### config.mk
export PLATFORM = sky130hd
export DESIGN_NAME = axi_addr
export DESIGN_NICKNAME = d
export VERILOG_FILES = /design/src/rtl/axi_addr.sv
export SDC_FILE = /design/constraint.sdc
export NUM_CORES = 1
export LEC_CHECK = 0
export ABC_AREA = 1
export CAP_MARGIN = 20
export CORE_AREA = 5 5 68 70
export CTS_CLUSTER_DIAMETER = 60
export DETAILED_ROUTE_END_ITERATION = 16
export DIE_AREA = 0 0 73 75
export PLACE_DENSITY = 0.85
export SLEW_MARGIN = 10
export SYNTH_ARGS = -nofsm -noshare
export SYNTH_HDL_FRONTEND = slang
export SYNTH_SLANG_ARGS = --single-unit
### constraint.sdc
create_clock -name clk -period 0.8 [get_ports clk]
set_input_delay 0.16 -clock clk [delete_from_list [all_inputs] [get_ports clk]]
set_output_delay 0.16 -clock clk [all_outputs]
set_load 0.01 [all_outputs]
### src/rtl/axi_addr.sv
// AXI slave burst address generator.
// Computes the address of the next beat from the current beat address and
// the burst attributes (size, type, length) for FIXED, INCR and WRAP bursts.
// The result is registered: one cycle of latency, a new result every cycle.
//
// Optional build macro: AXI_ADDR_INCR_OUT_EN
//   When defined, the registered byte increment (1 << i_size) is also
//   presented on o_incr. When undefined, o_incr and its register are absent.

module axi_addr #(
    parameter int AW = 12
) (
    input  logic          clk,
    input  logic          rstn,
    input  logic [AW-1:0] i_last_addr,
    input  logic [2:0]    i_size,
    input  logic [1:0]    i_burst,
    input  logic [7:0]    i_len,
    output logic [AW-1:0] o_next_addr
`ifdef AXI_ADDR_INCR_OUT_EN
    ,
    output logic [7:0]    o_incr
`endif
);

    // Internal arithmetic width. It must hold the largest wrap span
    // (128 bytes * 16 beats = 2048) plus a carry bit above both that span and
    // the address itself, so that masking happens before truncation to AW.
    localparam int XW = ((AW > 12) ? AW : 12) + 1;

    typedef enum logic [1:0] {
        BURST_FIXED = 2'b00,
        BURST_INCR  = 2'b01,
        BURST_WRAP  = 2'b10,
        BURST_RSVD  = 2'b11
    } burst_e;

    logic [7:0]    incr;
    logic [XW-1:0] lastX;
    logic [XW-1:0] lowMask;
    logic [XW-1:0] alignedX;
    logic [XW-1:0] sumX;
    logic [XW-1:0] wrapBytes;
    logic [XW-1:0] wrapMask;
    logic [2:0]    wrapShift;
    logic          wrapLegal;
    logic [AW-1:0] next_addr_d;
    logic [AW-1:0] next_addr_q;

    // Next-beat address: align, step by one beat, then apply the burst rule.
    always_comb begin
        incr      = 8'd1 << i_size;
        lastX     = XW'(i_last_addr);
        lowMask   = (XW'(1) << i_size) - XW'(1);
        alignedX  = lastX & ~lowMask;
        sumX      = alignedX + XW'(incr);

        wrapShift = 3'd0;
        wrapLegal = 1'b1;
        case (i_len)
            8'd1:    wrapShift = 3'd1;
            8'd3:    wrapShift = 3'd2;
            8'd7:    wrapShift = 3'd3;
            8'd15:   wrapShift = 3'd4;
            default: wrapLegal = 1'b0;
        endcase

        wrapBytes = XW'(incr) << wrapShift;
        if (wrapBytes >= (XW'(1) << AW)) begin
            wrapMask = '1;
        end else begin
            wrapMask = wrapBytes - XW'(1);
        end

        next_addr_d = i_last_addr;
        case (burst_e'(i_burst))
            BURST_FIXED: next_addr_d = i_last_addr;
            BURST_INCR:  next_addr_d = AW'(sumX);
            BURST_WRAP: begin
                if (wrapLegal) begin
                    next_addr_d = AW'((lastX & ~wrapMask) | (sumX & wrapMask));
                end else begin
                    next_addr_d = AW'(sumX);
                end
            end
            BURST_RSVD:  next_addr_d = i_last_addr;
            default:     next_addr_d = i_last_addr;
        endcase
    end

    // Output register for the next-beat address.
    always_ff @(posedge clk or negedge rstn) begin
        if (!rstn) begin
            next_addr_q <= '0;
        end else begin
            next_addr_q <= next_addr_d;
        end
    end

    assign o_next_addr = next_addr_q;

`ifdef AXI_ADDR_INCR_OUT_EN
    logic [7:0] incr_q;

    // Output register for the per-beat byte increment.
    always_ff @(posedge clk or negedge rstn) begin
        if (!rstn) begin
            incr_q <= '0;
        end else begin
            incr_q <= incr;
        end
    end

    assign o_incr = incr_q;
`endif

endmodule

==> reports/results.tsv, run 1 <==
metric	value	unit
I/O pin count	39	
Port Buffers	38	
TritonCTS buffer count	3	
Clock Tree Root	sky130_fd_sc_hd__clkbuf_8	
placement-stage cell area	0.00323	mm²
dominant cell type by area after synthesis	sky130_fd_sc_hd__nand2_1	
count of hold-fix buffers inserted at cts	0	
average size of a mapped cell	5.70	µm²
synthesized net count	380	
CTS sink cnt	12	
First Err	[ERROR DPL-0033] detailed placement checks failed during check placement.	
instance count of the mapped netlist	348	
maximum buffer depth of the clock tree	2	
number of core rows	23	
y dimension of the die	75	µm
last stage reached	clock tree synthesis (4_1_cts)	
Yosys warning total	0	
outcome	aborted with a tool error	
total half-perimeter wirelength after legalization and detailed placement	6.46	mm
die width	73	µm
post-CTS setup buffer count	21	
total of flip-flops plus latches after synthesis	12	
dominant cells by area after synthesis	sky130_fd_sc_hd__nand2_1 (17%), sky130_fd_sc_hd__dfrtp_1 (15%), sky130_fd_sc_hd__nand3_1 (15%)	
post-synthesis cell area	0.00198	mm²
total number of H-tree levels	1	
effective utilization at floorplan	50.6	%
GP Congestion	1.09	
post-synth top area share	17.0	%
number of distinct standard cells referenced by the synthesized netlist	37	
share of the yosys chip area belonging to registers	15.2	%
# resized after CTS	238	
-- through the flow --
stage | setup WS, ps | instances
after detailed placement | -1780 | 516
after global placement | -1730 | 516
after floorplan | -1000 | 348
-- cell usage after synthesis (all sizes together) --
cell type  count
o211ai         6
nor4           1
a31oi          1
nand3         65
a21oi         20
o21ai         13
ha             5
nand4          5
nand2         99
nor2          34
o22ai          2
xor2           9
inv           54
xnor2          1
or2            1
o21bai         1
a221o          1
clkbuf         3
nor3           2
a21boi         3
dfrtp         12
buf            4
and2           1
a22oi          5
-- cell families after synthesis --
kind of cell	Yosys count	synth area share, %
simple gates	208	48.9
buf+inv	61	12.2
compound gates	52	16.2
flops	12	15.2
xor+xnor	10	4.42
fa+ha+maj	5	3.16
==> run 2: changes to the inputs <==
--- a/config.mk
+++ b/config.mk
@@ -7,11 +7,10 @@
 export LEC_CHECK = 0
 export ABC_AREA = 1
 export CAP_MARGIN = 20
-export CORE_AREA = 5 5 68 70
-export CTS_CLUSTER_DIAMETER = 60
+export CORE_AREA = 5 5 77 79
 export DETAILED_ROUTE_END_ITERATION = 16
-export DIE_AREA = 0 0 73 75
-export PLACE_DENSITY = 0.85
+export DIE_AREA = 0 0 82 84
+export PLACE_DENSITY_LB_ADDON = 0.15
 export SLEW_MARGIN = 10
 export SYNTH_ARGS = -nofsm -noshare
 export SYNTH_HDL_FRONTEND = slang
==> reports/results.tsv, run 2 <==
metric	value	unit	change
post-detailed-route count of antenna-violating nets	0		
worst hold slack	250	ps	
first-pass GRT wire length	12.1	mm	
CTS sink cnt	12		unchanged
Max VDD drop	620	µV	
highest cell delay on the worst timing path	240	ps	
remaining global-route overflow	0		
total number of H-tree levels	1		unchanged
setup slack after layout	-1190	ps	
highest attainable clock frequency	0.503	GHz	
effective utilization at floorplan	37.6	%	-13 points
number of search-and-repair iterations in the first detailed-routing pass	5		
diode insertion count for antenna repair	0		
worst setup slack after placement	-1750	ps	+37.2 ps
layout overhead on the synthesized area	106	%	
pin count of the biggest net entering global routing	19		
max FFs per register	12		
category of the most critical setup path	in2reg		
Finished Layout Cells	572		
Worst Path Arrival	2110	ps	
time the worst path needs with I/O delays and setup	1990	ps	
post-synth top area share	17.0	%	unchanged
TritonCTS buffer count	3		unchanged
startpoint type of the worst setup path	input port		
maximum buffer depth of the clock tree	2		unchanged
GP Congestion	0.919		-16%
CP cell instances	buf_8 > nor2_4 > buf_4 > nand2_1 > o21ai_2 > ha_4 > inv_2 > nand2_2 > nand2_2 > nor2_2 > or2_1 > nand3_2 > nand2_2 > nand2_2 > xor2_1 > nand2_1 > nand3_2 > a21oi_2		
leakage power total	2.02	nW	
die width	82	µm	+12%
maxcap violations	0		
final cell utilization of the core	77.5	%	
Worst path top cell family by delay	simple AND/OR/NAND/NOR gates		
Routed WL	8.73	mm	
number of DRC violations after detailed-routing iteration 0	256		
post-synthesis cell area	0.00198	mm²	unchanged
antenna violations before repair	0		
CP required	920	ps	
dominant cells by area after synthesis	sky130_fd_sc_hd__nand2_1 (17%), sky130_fd_sc_hd__dfrtp_1 (15%), sky130_fd_sc_hd__nand3_1 (15%)		
number of distinct standard cells referenced by the synthesized netlist	37		unchanged
violated checks	setup timing		
fraction of final layout cells with drive strength greater than 1	58.6	%	
total half-perimeter wirelength after legalization and detailed placement	5.80	mm	-10%
die area	0.00689	mm²	
core outline area	0.00527	mm²	
average size of a mapped cell	5.70	µm²	unchanged
TritonCTS clock tree	yes		
cell repeated most along the worst path	sky130_fd_sc_hd__nand2_2		
Clock Tree Root	sky130_fd_sc_hd__clkbuf_8		
y dimension of the die	84	µm	+12%
I/O pin count	39		unchanged
Final Hold Violating Endpoints	0		
Worst Setup End Kind	flop		
Layout Nets	533		
synthesized net count	380		unchanged
Residual DRC	0		
Final Total Pwr	3.18	mW	
Port Buffers	38		unchanged
post-detailed-route via-to-cell ratio	5.35		
async set-reset flop share out of synthesis	100	%	unchanged
instance count of the mapped netlist	348		unchanged
setup repair after global routing missed its margin	true		
Cell Count Post-Placement	535		+3.7%
share of the yosys chip area belonging to registers	15.2	%	unchanged
vias in the first global route	2741		
dominant cell type by area after synthesis	sky130_fd_sc_hd__nand2_1		
Hold WC Path Type	in2async		
slowest stage cell, crit path	sky130_fd_sc_hd__o21ai_2		
DR WL/cell	15.3	µm	
final slew viol count	0		
most frequent cells in the layout	sky130_fd_sc_hd__buf_4 (90), sky130_fd_sc_hd__nand2_1 (62), sky130_fd_sc_hd__inv_1 (31)		
outcome	finished, violations left		
number of core rows	27		+17%
total via count in the routed design	3059		
final cycle utilization of the critical path	248	%	
buffers plus inverters on the worst setup path	3		
power per cell area	778	mW/mm²	
clock slew at reported path FFs	50	ps	
Yosys warning total	0		unchanged
Slew headroom	73.5	%	
most repeated cell in the gate-level netlist after synthesis	sky130_fd_sc_hd__nand2_1		
total of flip-flops plus latches after synthesis	12		unchanged
transition time of the tightest slew-check pin	393	ps	
EDFF count, synth	0		unchanged
most common library cell in the layout ignoring fill and taps	sky130_fd_sc_hd__buf_4		
largest fanout of any net on the critical path	3		
combined global-route utilization of all metal layers	21.7	%	
Primary FF master, synth	sky130_fd_sc_hd__dfrtp_1		
Final Setup Violations	24		
Post-synth top cells	sky130_fd_sc_hd__nand2_1 (90), sky130_fd_sc_hd__nand3_1 (60), sky130_fd_sc_hd__inv_1 (47)		
==> run 2: cell counts after synthesis <==
Identical to the previous run, type by type.
==> run 2: power by group <==
| group | leakage, nW | internal (mW) | switching [mW] | total (mW) |
|---|---|---|---|---|
| clock | 0.0288 | 0.433 | 0.204 | 0.637 |
| combinational | 1.85 | 0.880 | 0.962 | 1.84 |
| sequential | 0.145 | 0.681 | 0.0170 | 0.698 |
==> run 2: layout make-up <==
type	count	area, µm²
multi-input cells	276	2090
clock buffers	4	55.1
flip-flops and latches	12	300
repair buffers	153	1310
fillers	376	1190
inverters	54	228
repair inverters	1	6.26
well taps	72	90.1
==> run 2: worst paths after layout <==
path	from	slack [ps]	depth (start not counted)	to
worst max-delay path	i_size[1]	-1190	18	o_next_addr[10]$_DFF_PN0_
worst min-delay path	rstn	250	2	o_next_addr[2]$_DFF_PN0_
max in group asynchronous	rstn	440	2	o_next_addr[11]$_DFF_PN0_
min in group clk	i_last_addr[5]	420	3	o_next_addr[5]$_DFF_PN0_
==> run 2: cells by family (layout without fill, tap and decap cells) <==
logic type | after synthesis | in the layout | synth area share (%)
XOR/XNOR | 10 | 10 | 4.42
flip-flops | 12 | 12 | 15.2
AO/OA/AOI/OAI | 52 | 52 | 16.2
AND/OR/NAND/NOR | 208 | 209 | 48.9
adder cells (fa/ha/maj) | 5 | 5 | 3.16
buffers and inverters | 61 | 212 | 12.2
==> run 2: layer usage <==
metal / up-vias / wire (µm) / GRT usage [%]
met1: 1433 / 3270 / 28.0
met4: 0 / 391 / 5.74
met2: 137 / 4530 / 38.6
met3: 41 / 550 / 0.864
li1: 1448 / - / -
met5: - / 0 / 0
==> run 2: per-stage QoR <==
| step | setup TNS (ps) | area [µm²] |
|---|---|---|
| 2_1_floorplan | -9680 | 2160 |
| 5_1_grt | -13940 | 4080 |
| 4_1_cts | -12050 | 3600 |
| 3_3_place_gp | -20410 | 3240 |
| 3_5_place_dp | -20950 | 3240 |
| 6_report | -12520 | 4080 |
==> run 2: repair_timing <==
item / CTS / global route
endpoints found under the setup margin: 24 / 24
pin swaps: 51 / 63
hold buffers: 0 / 0
setup buffers: 15 / 15
cloned: 2 / 1
gates resized for setup: 167 / 98
Power figures use the tool's default switching activity.
